$ cat src/rtl/playfield_sprite_gen_if.sv
// Pixel-timing and register-write bus between the video/CPU side (master)
// and the playfield/sprite colour generator (slave).
//
// Strobe semantics: pixel_en is a one-cycle strobe per pixel column and
// in_image is only meaningful in a cycle where pixel_en is 1. reg_we is a
// one-cycle write strobe; reg_addr/reg_data are sampled only while it is 1.
// There is no back-pressure: every strobe is accepted in the cycle it is
// presented. color/coll_pf/coll_ss are registered and hold between strobes.
interface playfield_sprite_gen_if #(
    parameter int NUM_SPRITES = 2,
    parameter int COLOR_W     = 7
) ();
    logic                   pixel_en;
    logic                   in_image;
    logic                   reg_we;
    logic [4:0]             reg_addr;
    logic [7:0]             reg_data;
    logic [COLOR_W-1:0]     color;
    logic [NUM_SPRITES-1:0] coll_pf;
    logic                   coll_ss;

    modport master (
        output pixel_en, in_image, reg_we, reg_addr, reg_data,
        input  color, coll_pf, coll_ss
    );

    modport slave (
        input  pixel_en, in_image, reg_we, reg_addr, reg_data,
        output color, coll_pf, coll_ss
    );
endinterface

$ cat src/rtl/playfield_sprite_gen.sv
// Playfield + sprite colour generator. Register writes land in shadow
// copies; active copies follow the shadows while the sampled in_image flag
// is low and freeze during a visible line, so writes take effect next line.
module playfield_sprite_gen #(
    parameter int PF_BITS     = 22,
    parameter int PIX_PER_BIT = 16,
    parameter int NUM_SPRITES = 2,
    parameter int COLOR_W     = 7,
    parameter int COL_W       = 10
) (
    input  logic                 raw_clk,
    input  logic                 reset,
    playfield_sprite_gen_if.slave bus
);
    localparam int XW     = 10;
    localparam int AW     = ((COL_W > XW) ? COL_W : XW) + 4;
    localparam int PIX_SH = $clog2(PIX_PER_BIT);
    localparam logic [AW-1:0] L_LEN = AW'(PF_BITS * PIX_PER_BIT);

    // shadow (CPU-written) and active (render-time) register copies
    logic [1:0]         mode_s, mode_a;
    logic [COLOR_W-1:0] fg_s, fg_a, bg_s, bg_a;
    logic [PF_BITS-1:0] pf_s, pf_a;
    logic [7:0]         gfx_s   [NUM_SPRITES];
    logic [7:0]         gfx_a   [NUM_SPRITES];
    logic [XW-1:0]      x_s     [NUM_SPRITES];
    logic [XW-1:0]      x_a     [NUM_SPRITES];
    logic [1:0]         scale_s [NUM_SPRITES];
    logic [1:0]         scale_a [NUM_SPRITES];
    logic [COLOR_W-1:0] scol_s  [NUM_SPRITES];
    logic [COLOR_W-1:0] scol_a  [NUM_SPRITES];

    logic [COL_W-1:0]       col;
    logic                   in_image_q;
    logic                   armed;       // a blanking strobe has been seen since reset
    logic [COLOR_W-1:0]     color_q;
    logic [NUM_SPRITES-1:0] coll_pf_q;
    logic                   coll_ss_q;

    logic [AW-1:0]          c;
    logic [AW-1:0]          pf_idx, x_ext, off;
    logic [PF_BITS-1:0]     pf_sh;
    logic [7:0]             gbits;
    logic [1:0]             sh;
    logic                   pf_in, pf_on, spr_any, multi, render, clr;
    logic [NUM_SPRITES-1:0] hit;
    logic [COLOR_W-1:0]     spr_color, pix;

    assign c      = AW'(col);
    assign render = bus.pixel_en & bus.in_image & armed;
    assign clr    = bus.reg_we & (bus.reg_addr == 5'h03);

    // register writes into the shadow copies
    always_ff @(posedge raw_clk) begin
        if (reset) begin
            mode_s <= '0;
            fg_s   <= '0;
            bg_s   <= '0;
            pf_s   <= '0;
            for (int k = 0; k < NUM_SPRITES; k++) begin
                gfx_s[k]   <= '0;
                x_s[k]     <= '0;
                scale_s[k] <= '0;
                scol_s[k]  <= '0;
            end
        end else if (bus.reg_we) begin
            if (bus.reg_addr == 5'h00) mode_s <= bus.reg_data[1:0];
            if (bus.reg_addr == 5'h01) fg_s <= bus.reg_data[7 -: COLOR_W];
            if (bus.reg_addr == 5'h02) bg_s <= bus.reg_data[7 -: COLOR_W];
            // byte n covers pf[8n+7:8n]; bits past PF_BITS simply have no flop
            for (int i = 0; i < PF_BITS; i++) begin
                if (bus.reg_addr == 5'(4 + i / 8)) pf_s[i] <= bus.reg_data[i % 8];
            end
            for (int k = 0; k < NUM_SPRITES; k++) begin
                if (bus.reg_addr == 5'(16 + 4 * k)) gfx_s[k] <= bus.reg_data;
                if (bus.reg_addr == 5'(17 + 4 * k)) x_s[k][7:0] <= bus.reg_data;
                if (bus.reg_addr == 5'(18 + 4 * k)) begin
                    x_s[k][9:8] <= bus.reg_data[1:0];
                    scale_s[k]  <= bus.reg_data[3:2];
                end
                if (bus.reg_addr == 5'(19 + 4 * k)) scol_s[k] <= bus.reg_data[7 -: COLOR_W];
            end
        end
    end

    // active copies track the shadows outside the visible line
    always_ff @(posedge raw_clk) begin
        if (reset) begin
            mode_a <= '0;
            fg_a   <= '0;
            bg_a   <= '0;
            pf_a   <= '0;
            for (int k = 0; k < NUM_SPRITES; k++) begin
                gfx_a[k]   <= '0;
                x_a[k]     <= '0;
                scale_a[k] <= '0;
                scol_a[k]  <= '0;
            end
        end else if (!in_image_q) begin
            mode_a  <= mode_s;
            fg_a    <= fg_s;
            bg_a    <= bg_s;
            pf_a    <= pf_s;
            gfx_a   <= gfx_s;
            x_a     <= x_s;
            scale_a <= scale_s;
            scol_a  <= scol_s;
        end
    end

    // pixel for the current column: playfield bit, sprite hits, priority mux
    always_comb begin
        pf_idx    = '0;
        pf_in     = 1'b0;
        pf_sh     = '0;
        pf_on     = 1'b0;
        hit       = '0;
        x_ext     = '0;
        off       = '0;
        sh        = '0;
        gbits     = '0;
        spr_any   = 1'b0;
        spr_color = '0;
        multi     = 1'b0;
        pix       = '0;

        if (c < L_LEN) begin
            pf_in  = 1'b1;
            pf_idx = AW'(PF_BITS - 1) - (c >> PIX_SH);
        end else if (c < (L_LEN << 1)) begin
            pf_in  = 1'b1;
            pf_idx = mode_a[0] ? AW'(PF_BITS - 1) - ((c - L_LEN) >> PIX_SH)
                               : ((c - L_LEN) >> PIX_SH);
        end
        pf_sh = pf_a >> pf_idx;
        pf_on = pf_in & pf_sh[0];

        // scale code 2 and 3 both mean 4x, i.e. a shift of 2
        for (int k = 0; k < NUM_SPRITES; k++) begin
            x_ext  = AW'(x_a[k]);
            sh     = (scale_a[k] == 2'd0) ? 2'd0 : (scale_a[k] == 2'd1) ? 2'd1 : 2'd2;
            off    = c - x_ext;
            gbits  = gfx_a[k] << (off >> sh);
            hit[k] = (c >= x_ext) && (off < (AW'(8) << sh)) && gbits[7];
        end

        // walk downwards so the lowest-index hit is the one left standing
        for (int k = NUM_SPRITES - 1; k >= 0; k--) begin
            if (hit[k]) begin
                spr_any   = 1'b1;
                spr_color = scol_a[k];
            end
        end
        multi = ($countones(hit) > 1);

        if (mode_a[1]) pix = pf_on ? fg_a : (spr_any ? spr_color : bg_a);
        else           pix = spr_any ? spr_color : (pf_on ? fg_a : bg_a);
    end

    // column counter, line arming and registered colour output
    always_ff @(posedge raw_clk) begin
        if (reset) begin
            col        <= '0;
            in_image_q <= 1'b0;
            armed      <= 1'b0;
            color_q    <= '0;
        end else if (bus.pixel_en) begin
            in_image_q <= bus.in_image;
            if (bus.in_image) begin
                if (col != '1) col <= col + 1'b1;
                color_q <= armed ? pix : '0;
            end else begin
                col     <= '0;
                color_q <= '0;
                armed   <= 1'b1;
            end
        end
    end

    // sticky collision flags; a set in the same cycle as a clear wins
    always_ff @(posedge raw_clk) begin
        if (reset) begin
            coll_pf_q <= '0;
            coll_ss_q <= 1'b0;
        end else begin
            coll_pf_q <= (clr ? '0 : coll_pf_q) | (render ? (hit & {NUM_SPRITES{pf_on}}) : '0);
            coll_ss_q <= (clr ? 1'b0 : coll_ss_q) | (render & multi);
        end
    end

    assign bus.color   = color_q;
    assign bus.coll_pf = coll_pf_q;
    assign bus.coll_ss = coll_ss_q;
endmodule

$ cat src/flat_wrapper.sv
// flat-port wrapper written by rule: the top's interface ports become plain ports
module playfield_sprite_gen_flat 
#(
    parameter int PF_BITS     = 22,
    parameter int PIX_PER_BIT = 16,
    parameter int NUM_SPRITES = 2,
    parameter int COLOR_W     = 7,
    parameter int COL_W       = 10
)
  (raw_clk, reset, bus_pixel_en, bus_in_image, bus_reg_we, bus_reg_addr, bus_reg_data, bus_color, bus_coll_pf, bus_coll_ss);
  playfield_sprite_gen_if #(.NUM_SPRITES(NUM_SPRITES), .COLOR_W(COLOR_W)) bus_i ();
  input  logic raw_clk;
  input  logic reset;
  input wire logic [$bits(bus_i.pixel_en)-1:0] bus_pixel_en;
  input wire logic [$bits(bus_i.in_image)-1:0] bus_in_image;
  input wire logic [$bits(bus_i.reg_we)-1:0] bus_reg_we;
  input wire logic [$bits(bus_i.reg_addr)-1:0] bus_reg_addr;
  input wire logic [$bits(bus_i.reg_data)-1:0] bus_reg_data;
  output wire logic [$bits(bus_i.color)-1:0] bus_color;
  output wire logic [$bits(bus_i.coll_pf)-1:0] bus_coll_pf;
  output wire logic [$bits(bus_i.coll_ss)-1:0] bus_coll_ss;
  assign bus_i.pixel_en = bus_pixel_en;
  assign bus_i.in_image = bus_in_image;
  assign bus_i.reg_we = bus_reg_we;
  assign bus_i.reg_addr = bus_reg_addr;
  assign bus_i.reg_data = bus_reg_data;
  assign bus_color = bus_i.color;
  assign bus_coll_pf = bus_i.coll_pf;
  assign bus_coll_ss = bus_i.coll_ss;
  playfield_sprite_gen #(.PF_BITS(PF_BITS), .PIX_PER_BIT(PIX_PER_BIT), .NUM_SPRITES(NUM_SPRITES), .COLOR_W(COLOR_W), .COL_W(COL_W)) u_core (.raw_clk(raw_clk), .reset(reset), .bus(bus_i));
endmodule
$ cat config.mk
export PLATFORM = sky130hd
export DESIGN_NAME = playfield_sprite_gen_flat
export DESIGN_NICKNAME = d
export VERILOG_FILES = /design/src/rtl/playfield_sprite_gen_if.sv /design/src/rtl/playfield_sprite_gen.sv /design/src/flat_wrapper.sv
export SDC_FILE = /design/constraint.sdc
export NUM_CORES = 1
export LEC_CHECK = 0
export ABC_AREA = 1
export BUFFER_PORTS_ARGS = -buffer_cell sky130_fd_sc_hd__buf_2
export CORE_ASPECT_RATIO = 1.75
export CORE_MARGIN = 2
export CORE_UTILIZATION = 35
export DETAILED_ROUTE_END_ITERATION = 7
export MAX_ROUTING_LAYER = met4
export PLACE_DENSITY = 0.59
export SKIP_LAST_GASP = 1
export SYNTH_ARGS = -nofsm -noshare
export SYNTH_HDL_FRONTEND = slang
export SYNTH_SLANG_ARGS = --single-unit
$ cat constraint.sdc
create_clock -name raw_clk -period 6.79 [get_ports raw_clk]
set_input_delay 0.3395 -clock raw_clk [delete_from_list [all_inputs] [get_ports raw_clk]]
set_output_delay 0.3395 -clock raw_clk [all_outputs]
set_load 0.03 [all_outputs]
==> impl_metrics.py <==
metrics = {
    "grt": {
        "grt_max_degree": 114,
        "grt_first_pass_wirelength_mm": 45.55,
        "groute.usage.overall_pct": 19.36,
        "antenna_found_initial": 0,
        "grt-ovfl-total": 0,
        "grt_pass1_vias": 8554,
    },
    "worst_setup_path": {
        "start_kind": "register",
        "worstPathArrival_ns": 3.93,
        "crit_type": "register to register",
        "critical_path.max_fanout": 7,
        "cp.required_ns": 7.16,
        "crit_path_end_kind": "register",
    },
    "sta": {
        "timing.setup.tns_ns": 0,
        "max_freq_mhz": 280.6,
        "fin_crit_ns": 3.564,
        "rsz0062_at_grt": "no",
        "hold_violations": 0,
        "final-max-slew-violation-count": 0,
        "fin_crit_sh_pct": 52.49,
        "worstMarginPinSlew_ns": 1.184,
        "fin_skew_ns": 0.01430,
        "timing.final.ws_setup_ns": 3.226,
        "slew_headroom_pct": 20.99,
        "finalSetupViolCount": 0,
    },
    "yosys": {
        "ys_seq_area_share_pct": 41.11,
        "synth_ff_type": "dfxtp_1",
        "avgSynthCellArea_um2": 7.095,
        "yosysUniqueCellTypes": 49,
        "synth-edff-count": 0,
        "syn-num-nets": 1464,
        "ys_warn_count": 0,
        "ys_ff_latch": 206,
        "syn_inst": 1414,
        "synth-async-reset-ratio_pct": 0,
        "synth_area_um2": 10030,
    },
    "die": {
        "die_area_um2": 30090,
        "ios": 28,
        "design.core.area_um2": 28420,
        "rows": 82,
        "start_util_pct": 35.30,
        "die_y_um": 228.0,
        "die_w_um": 132.0,
    },
    "power_and_ir_drop": {
        "power_density_nw_per_um2": 246.5,
        "ir_worst_vdd_mv": 0.1294,
        "p_leak_nw": 4.582,
    },
    "clocking": {
        "cts_buffer_depth": 3,
        "htreeDepth": 1,
        "cts_made_buffers": 20,
        "clock_latency_ns": 0.51,
        "cts_setup_buffers": 0,
        "cts_tree": "yes",
        "root_buffer": "clkbuf_16",
        "cts_hold_buf": 0,
        "cts.repair.resized": 0,
        "clk_pin_slew_ns": 0.06,
        "cts_num_sinks": 206,
    },
    "route": {
        "wirelength_mm": 28.66,
        "drtAntennaViolNets": 0,
        "viasPerCell": 5.054,
        "first_pass_iters": 5,
        "remaining_drc_errors": 0,
        "vias": 9082,
        "drtIter0Drc": 454,
        "wl_per_cell_um": 15.95,
    },
    "run": {
        "cap_violations": 0,
    },
    "layout": {
        "nets": 1458,
        "area.growth.synth_to_final_pct": 11.13,
        "finalInstanceArea_um2": 11150,
        "final_util_pct": 39.23,
        "diodes": 0,
        "drive_gt1_share_pct": 9.514,
    },
    "hold_path": {
        "hold_path.class": "input pin to register",
    },
    "placed_design": {
        "placed_area_um2": 10470,
        "numPortBuffers": 27,
        "place_ws_ns": 3.279,
        "place_congestion": 0.8374,
        "hpwl_mm": 20.10,
    },
    "outcome": {
        "status": "complete, no violations",
    },
}
cells in the final DEF, fill, tap and decap left out, types with 6 or more instances in the layout:
cell type	instances
nand3_1	146
nand2_1	287
nand2_2	15
o21ai_0	122
a21oi_1	185
ha_1	30
clkbuf_16	21
nand3_2	8
inv_2	10
a21oi_2	8
buf_4	13
nor2_1	86
xor2_1	7
nand4_1	14
nor3_1	12
inv_1	147
nand2_4	6
buf_2	27
dfxtp_1	205
o21ai_1	7
worst max-delay path, stage by stage (launching register included):
cell and delay, ns:
dfxtp_1 0.46, ha_1 0.33, a21oi_1 0.26, nand2_1 0.12
nand3_1 0.09, nand2_1 0.08, inv_1 0.09, nand2_1 0.05
nand2_1 0.11, inv_1 0.06, ha_1 0.27, a21boi_0 0.12
nor2_1 0.10, nand2_1 0.05, inv_1 0.06, nand3_1 0.08
nor2_1 0.10, nand3_1 0.08, nor2_1 0.39, nand3_1 0.12
nand2_1 0.08, nand2_1 0.09, nand2_1 0.07, nand2_1 0.05
nand2_1 0.07, a21oi_2 0.05
report_power, final:
part | internal [W] | switching, W | total, W | leakage (nW)
registers | 0.00124 | 0.0000224 | 0.00126 | 1.67
clock network | 0.000700 | 0.000472 | 0.00117 | 0.333
logic | 0.0000927 | 0.000218 | 0.000311 | 2.58
per-layer routing:
layer | routed length (um) | GRT usage (%)
met5 | 0 | -
met4 | 1334 | 9.103
met3 | 1008 | 1.867
met2 | 14540 | 34.18
met1 | 11780 | 21.84
cell type report:
cell class	count	area [um2]
tap	378	473.0
fill	3002	17270
inverter	163	614.3
clock buffer	27	568.0
multi-input combinational	977	5024
sequential	206	4128
clock inverter	6	108.9
timing repair buffer	40	232.7
cells by family after synthesis:
family	count (synthesis)	share of synthesized area, %
adder cells (fa/ha/maj)	32	4.141
XOR/XNOR	10	0.8731
flip-flops	206	41.11
AND/OR/NAND/NOR	594	26.94
buffers and inverters	231	8.942
AO/OA/AOI/OAI	341	18.00
cell usage after synthesis (3+ instances only):
cell	n	area share, %
nor2_1	87	3.3
nand4_1	14	0.87
clkbuf_1	62	2.3
a21oi_2	8	0.70
nand2_1	287	11
nand3b_1	3	0.22
xor2_1	7	0.61
o21ai_0	122	6.1
nor3_1	14	0.70
nand2_2	15	0.94
nand2_4	6	0.67
a21oi_1	185	9.2
clkinv_1	4	0.15
o211ai_1	3	0.22
o21bai_1	4	0.30
o21ai_1	7	0.35
xnor2_1	3	0.26
nand3_1	146	7.3
nand3_2	8	0.80
ha_1	30	3.7
inv_2	10	0.37
dfxtp_1	206	41
a22oi_1	4	0.30
inv_1	148	5.5
through the flow:
step,hold WS (ns),std cells,total power (W)
floorplan,0.4297,1414,0.001509
global placement,0.4394,1764,0.001599
detailed placement,0.4478,1764,0.001602
CTS,0.2484,1797,0.002777
global route,0.2712,1797,0.002863
finish,0.2743,1797,0.002748
sequential cells by signal, summed over array words and instances (netlist names), 4 cells and up:
| register | count |
|---|---|
| u_core.bg_s | 7 |
| u_core.pf_s | 22 |
| u_core.bus.color | 7 |
| u_core.scol_s | 14 |
| u_core.scol_a | 14 |
| u_core.scale_a | 4 |
| u_core.gfx_s | 16 |
| u_core.x_a | 20 |
| u_core.x_s | 20 |
| u_core.scale_s | 4 |
| u_core.col | 10 |
| u_core.bg_a | 7 |
| u_core.fg_a | 7 |
| u_core.gfx_a | 16 |
| u_core.fg_s | 7 |
| u_core.pf_a | 22 |
final timing paths:
check,cells past startpoint,slack (ns),start,to
setup reg to reg,25,3.23,u_core.col[2]$_SDFFE_PP0P_,u_core.bus.color[1]$_SDFFE_PP0P_
setup / recovery,25,3.23,u_core.col[2]$_SDFFE_PP0P_,u_core.bus.color[1]$_SDFFE_PP0P_
hold / removal,4,0.27,bus_in_image,u_core.armed$_SDFFE_PP0P_
hold reg to reg,2,0.46,u_core.gfx_s[5]$_SDFFE_PP0P_,u_core.gfx_s[5]$_SDFFE_PP0P_
Power figures use the tool's default switching activity.
